--- config.mk ---
export PLATFORM = sky130hd
export DESIGN_NAME = usb_status_scheduler
export DESIGN_NICKNAME = d
export VERILOG_FILES = /design/src/rtl/usb_dbg_pkg.sv /design/src/rtl/usb_tx_holding_reg.sv /design/src/rtl/usb_status_scheduler.sv
export SDC_FILE = /design/constraint.sdc
export NUM_CORES = 1
export LEC_CHECK = 0
export BUFFER_PORTS_ARGS = -buffer_cell sky130_fd_sc_hd__buf_2
export CAP_MARGIN = 40
export CORE_UTILIZATION = 57
export DETAILED_ROUTE_END_ITERATION = 6
export PLACE_DENSITY_LB_ADDON = 0.12
export SLEW_MARGIN = 0
export SYNTH_ARGS = -nofsm -noshare
export SYNTH_HDL_FRONTEND = slang
export SYNTH_SLANG_ARGS = --single-unit
export TNS_END_PERCENT = 100
--- constraint.sdc ---
create_clock -name clk48 -period 3 [get_ports clk48]
set_input_delay 0.45 -clock clk48 [delete_from_list [all_inputs] [get_ports clk48]]
set_output_delay 0.45 -clock clk48 [all_outputs]
set_load 0.02 [all_outputs]
--- src/rtl/usb_dbg_pkg.sv ---
// usb_dbg_pkg: scheduler state encoding and debug-console constants
package usb_dbg_pkg;
  typedef enum logic [2:0] {S_IDLE, S_LOG, S_RESTART, S_FLUSH, S_REQ, S_RELEASE} state_e;
  localparam logic [1:0] RELEASE_LAST = 2'd2;
  localparam logic [7:0] ASCII_LF = 8'h0A;
  localparam logic [7:0] ASCII_FF = 8'h0C;
  localparam logic [7:0] ASCII_CR = 8'h0D;
  localparam logic [7:0] ASCII_ESC = 8'h1B;
endpackage

--- src/rtl/usb_tx_holding_reg.sv ---
// usb_tx_holding_reg: single-entry tx byte register, valid held until the UART takes it
module usb_tx_holding_reg (
  input  logic       clk48,
  input  logic       rst,
  input  logic       load_i,
  input  logic [7:0] data_i,
  input  logic       ready_i,
  output logic [7:0] data_o,
  output logic       valid_o
);
  logic [7:0] data_q;
  logic       valid_q;
  always_ff @(posedge clk48 or posedge rst) begin
    if (rst) begin
      data_q  <= '0;
      valid_q <= 1'b0;
    end else begin
      if (load_i) data_q <= data_i;
      valid_q <= load_i | (valid_q & ~ready_i);
    end
  end
  assign data_o  = data_q;
  assign valid_o = valid_q;
endmodule

--- src/rtl/usb_status_scheduler.sv ---
// usb_status_scheduler: pulls annunciator frames onto the UART and interleaves debug log bytes
module usb_status_scheduler
  import usb_dbg_pkg::*;
#(
  parameter int REFRESH_CYCLES = 4800000,
  parameter int FRAME_BYTES    = 320,
  parameter int DV_TIMEOUT     = 16
) (
  input  logic        clk48,
  input  logic        rst,
  input  logic        enable,
  input  logic        force_refresh,
  output logic        ann_rst,
  output logic        ann_inc,
  input  logic [7:0]  ann_q,
  input  logic        ann_dv,
  input  logic        log_valid,
  input  logic [7:0]  log_data,
  output logic        log_ready,
  output logic [7:0]  tx_data,
  output logic        tx_valid,
  input  logic        tx_ready,
  output logic        busy,
  output logic [15:0] frame_count,
  output logic        timeout_err
);
  localparam int TW  = $clog2(REFRESH_CYCLES + 1);
  localparam int TOW = $clog2(DV_TIMEOUT + 1);
  localparam logic [TW-1:0]  TIMER_MAX  = TW'(REFRESH_CYCLES - 1);
  localparam logic [9:0]     BYTES_LAST = 10'(FRAME_BYTES - 1);
  localparam logic [TOW-1:0] TO_LAST    = TOW'(DV_TIMEOUT - 1);
  state_e         state_q;
  logic [TW-1:0]  timer_q;
  logic [TOW-1:0] to_q;
  logic [9:0]     bytes_q;
  logic [1:0]     rel_q;
  logic [15:0]    frame_count_q;
  logic           force_q, ann_rst_q, ann_inc_q, log_ready_q, busy_q, timeout_err_q;
  logic           due, start, load;
  logic [7:0]     load_data;
  assign due       = timer_q == TIMER_MAX || force_q || force_refresh;
  assign start     = state_q == S_IDLE && due && enable;
  assign load      = (state_q == S_REQ && ann_dv) || (state_q == S_LOG && log_ready_q && log_valid);
  assign load_data = state_q == S_LOG ? log_data : ann_q;
  // force_q comes out of reset set so the annunciator is restarted straight after any reset
  always_ff @(posedge clk48 or posedge rst) begin
    if (rst) begin
      state_q       <= S_IDLE;
      timer_q       <= '0;
      force_q       <= 1'b1;
      to_q          <= '0;
      bytes_q       <= '0;
      rel_q         <= '0;
      frame_count_q <= '0;
      ann_rst_q     <= 1'b0;
      ann_inc_q     <= 1'b0;
      log_ready_q   <= 1'b0;
      busy_q        <= 1'b0;
      timeout_err_q <= 1'b0;
    end else begin
      timer_q     <= start ? '0 : timer_q == TIMER_MAX ? timer_q : timer_q + 1'b1;
      force_q     <= !start && (force_q || force_refresh);
      ann_rst_q   <= 1'b0;
      log_ready_q <= 1'b0;
      case (state_q)
        S_IDLE: begin
          if (start) begin
            state_q   <= S_RESTART;
            ann_rst_q <= 1'b1;
            busy_q    <= 1'b1;
            bytes_q   <= '0;
          end else if (log_valid) begin
            state_q     <= S_LOG;
            log_ready_q <= 1'b1;
          end
        end
        S_LOG: if (log_ready_q ? !log_valid : tx_ready) state_q <= S_IDLE;
        S_RESTART: state_q <= S_FLUSH;
        // dv seen here is the annunciator's stale post-reset byte
        S_FLUSH: begin
          state_q   <= S_REQ;
          ann_inc_q <= 1'b1;
          to_q      <= '0;
        end
        S_REQ: begin
          if (ann_dv) begin
            state_q   <= S_RELEASE;
            ann_inc_q <= 1'b0;
            rel_q     <= '0;
          end else if (to_q == TO_LAST) begin
            state_q       <= S_IDLE;
            ann_inc_q     <= 1'b0;
            busy_q        <= 1'b0;
            timeout_err_q <= 1'b1;
          end else begin
            to_q <= to_q + 1'b1;
          end
        end
        // three low cycles clear the annunciator inhibit and cap throughput at one byte per four cycles
        S_RELEASE: begin
          if (rel_q != RELEASE_LAST) begin
            rel_q <= rel_q + 1'b1;
          end else if (!tx_valid || tx_ready) begin
            bytes_q <= bytes_q + 1'b1;
            if (bytes_q == BYTES_LAST) begin
              state_q       <= S_IDLE;
              busy_q        <= 1'b0;
              frame_count_q <= frame_count_q + 1'b1;
            end else begin
              state_q   <= S_REQ;
              ann_inc_q <= 1'b1;
              to_q      <= '0;
            end
          end
        end
        default: state_q <= S_IDLE;
      endcase
    end
  end
  usb_tx_holding_reg u_hold (
    .clk48   (clk48),
    .rst     (rst),
    .load_i  (load),
    .data_i  (load_data),
    .ready_i (tx_ready),
    .data_o  (tx_data),
    .valid_o (tx_valid)
  );
  assign ann_rst     = ann_rst_q;
  assign ann_inc     = ann_inc_q;
  assign log_ready   = log_ready_q;
  assign busy        = busy_q;
  assign frame_count = frame_count_q;
  assign timeout_err = timeout_err_q;
endmodule

==> metrics.cfg <==
[cts]
ctsHoldBuffers=0
path_clk_slew_ns=0.07
cts-buffers-inserted=9
cts_resized=0
cts-htree-levels=3
clk-insertion-delay-late_ns=0.34
post_cts_buffers=0
clock_path_buffers=2
cts_sinks=74
cts_tree=yes
cts-root-buf=clkbuf_8

[place]
hpwl_mm=5.43
numPortBuffers=52
placed_cell_area_um2=4130
pre_cts_slack_ns=0.739
dp.cells=507
routabilityCongestion=0.848

[final_layout]
layout_common_cells=73 x dfrtp_1, 52 x buf_2, 46 x nor2_1
drive_gt1_share_pct=19.1
antenna_cells=0
final_area_um2=4350
area.growth.synth_to_final_pct=15.0
layout_commonest_cell=dfrtp_1
instances_no_fill=522
final_core_util_pct=68.0
fin_nets=470

[sta]
clock_skew_ns=0.00864
fin_tns_setup_ns=0
period_minus_slack_ns=2.31
tightest_slew_ns=0.834
drv_slew=0
hold_violations=0
hold_ws_ns=0.256
setup_ws_ns=0.688
fin_crit_sh_pct=77.1
slew_headroom_pct=44.2
finalSetupViolCount=0
rsz0062_at_grt=false
fmax_ghz=0.433

[die]
rows=29
num_io_pins=53
start_util_pct=59.2
die_area_um2=6960
core_um2=6390
die_height_um=83.4
die_w_um=83.4

[yosys]
syn_area_um2=3780
synth-seq-area-share_pct=49.0
synth_seq_cells=74
postSynth.asyncResetShare_pct=100
ys.flop_type=dfrtp_1
synth-edff-count=0
yosysWarnings=0
syn_nets=414
syn_inst=385
syn_area_per_cell_um2=9.82
synth.distinct_cells=54

[worst_setup_path]
crit_fanout=9
path_class=reg -> reg
r2r_end=frame_count[15]
critPathLaunchType=flop
cp.arrival_ns=2.54
worst-r2r-cell-count=6
crit_required_ns=3.23
reg2reg_from=rel_q[0]
r2r_setup_slack_ns=0.69
crit_path_end_kind=flop

[power_and_ir_drop]
p_per_area_nw_per_um2=753
total_power_mw=3.27
leakage_nw=2.09
peakVddDrop_mv=0.478

[detailed_routing]
drt-vias-per-instance=5.81
vias=3032
drt_wl_total_mm=7.65
drt_iter0_markers=151
route.detailed.drc=0
ant_nets=0
drt_first_pass_iters=4
wl_per_cell_um=14.6

[status]
status=complete, no violations

[global_routing]
grt_max_degree=39
grt_first_pass_wirelength_mm=13.2
grt_usage_pct=23.4
first_global_vias=2857
grt-ovfl-total=0
antenna_found_initial=0

[hold_path]
hp-class=in -> async

[flow_run]
maxCapViolations=0

-- flip-flops by register name, indices dropped and copies added (netlist names), 2 cells and up --
name	cells
state_q	3
timer_q	23
rel_q	2
to_q	5
bytes_q	10
u_hold.data_o	8
frame_count	16
-- layer usage --
metal / track usage, % / share of wire (%) / up-vias
li1: - / - / 1493
met1: 33.2 / 49 / 1458
met2: 37.0 / 46 / 71
met3: 3.48 / 3.7 / 10
met4: 8.17 / 1.2 / 0
met5: 0 / 0 / -
-- logic make-up after synthesis --
family,after synthesis,share of synthesized area (%)
adder cells (fa/ha/maj),6,1.99
XOR/XNOR,33,7.85
AO/OA/AOI/OAI,61,10.1
buffers and inverters,23,2.58
flip-flops,74,49.0
multiplexers,12,3.28
AND/OR/NAND/NOR,176,25.2
-- synthesized netlist by cell type (all sizes together) (3+ instances only) --
| master | instances | share of area, % |
|---|---|---|
| nand3 | 26 | 3.4 |
| xor2 | 18 | 4.2 |
| or3 | 5 | 0.96 |
| o21ai | 14 | 2.0 |
| xnor2 | 15 | 3.7 |
| nor2b | 3 | 0.69 |
| dfrtp | 73 | 48 |
| o211ai | 3 | 0.60 |
| a21oi | 22 | 3.0 |
| and4 | 3 | 0.70 |
| nor4 | 4 | 0.66 |
| inv | 12 | 1.2 |
| and2 | 4 | 0.66 |
| nor2 | 46 | 4.6 |
| buf | 5 | 0.79 |
| mux2 | 3 | 0.89 |
| nand2 | 24 | 2.4 |
| a31oi | 4 | 0.66 |
| clkbuf | 6 | 0.60 |
| ha | 6 | 2.0 |
| mux2i | 9 | 2.4 |
| nand4 | 19 | 3.5 |
| nor3 | 14 | 2.0 |
| o21a | 3 | 0.60 |
| and3 | 17 | 2.8 |
| nand2b | 3 | 0.50 |
-- worst max path at each step --
stage / cells after the start / to / slack, ns / startpoint
after global placement: 5 / frame_count[15] / 0.81 / state_q[2]
after CTS: 6 / frame_count[15] / 0.73 / rel_q[0]
after detailed placement: 5 / frame_count[15] / 0.74 / state_q[2]
after global routing: 7 / busy / 0.58 / timer_q[0]
final: 6 / frame_count[15] / 0.69 / rel_q[0]
after floorplan: 1 / ann_inc / 0.67 / rst
-- report_power, final --
group	switching [mW]	internal [mW]	total [mW]
registers	0.223	1.21	1.43
clock network	0.343	0.511	0.854
logic	0.595	0.392	0.987
total	1.16	2.11	3.27
-- worst max-delay path, cell delays in order (launching register included) --
cell and delay (ns):
dfrtp_1 0.42, inv_1 0.08, ha_1 0.38, nand4_4 0.22
or4_4 0.58, or3_4 0.39, xnor2_2 0.13
-- final cells by class --
class,count,area [µm²]
inverter,12,45.0
timing repair buffer,56,303
fill,513,2040
tap,77,96.3
sequential,74,1850
clock buffer,13,159
multi-input combinational,288,1830
clock inverter,2,60.1
No activity file was read; power rests on OpenSTA's default activity.
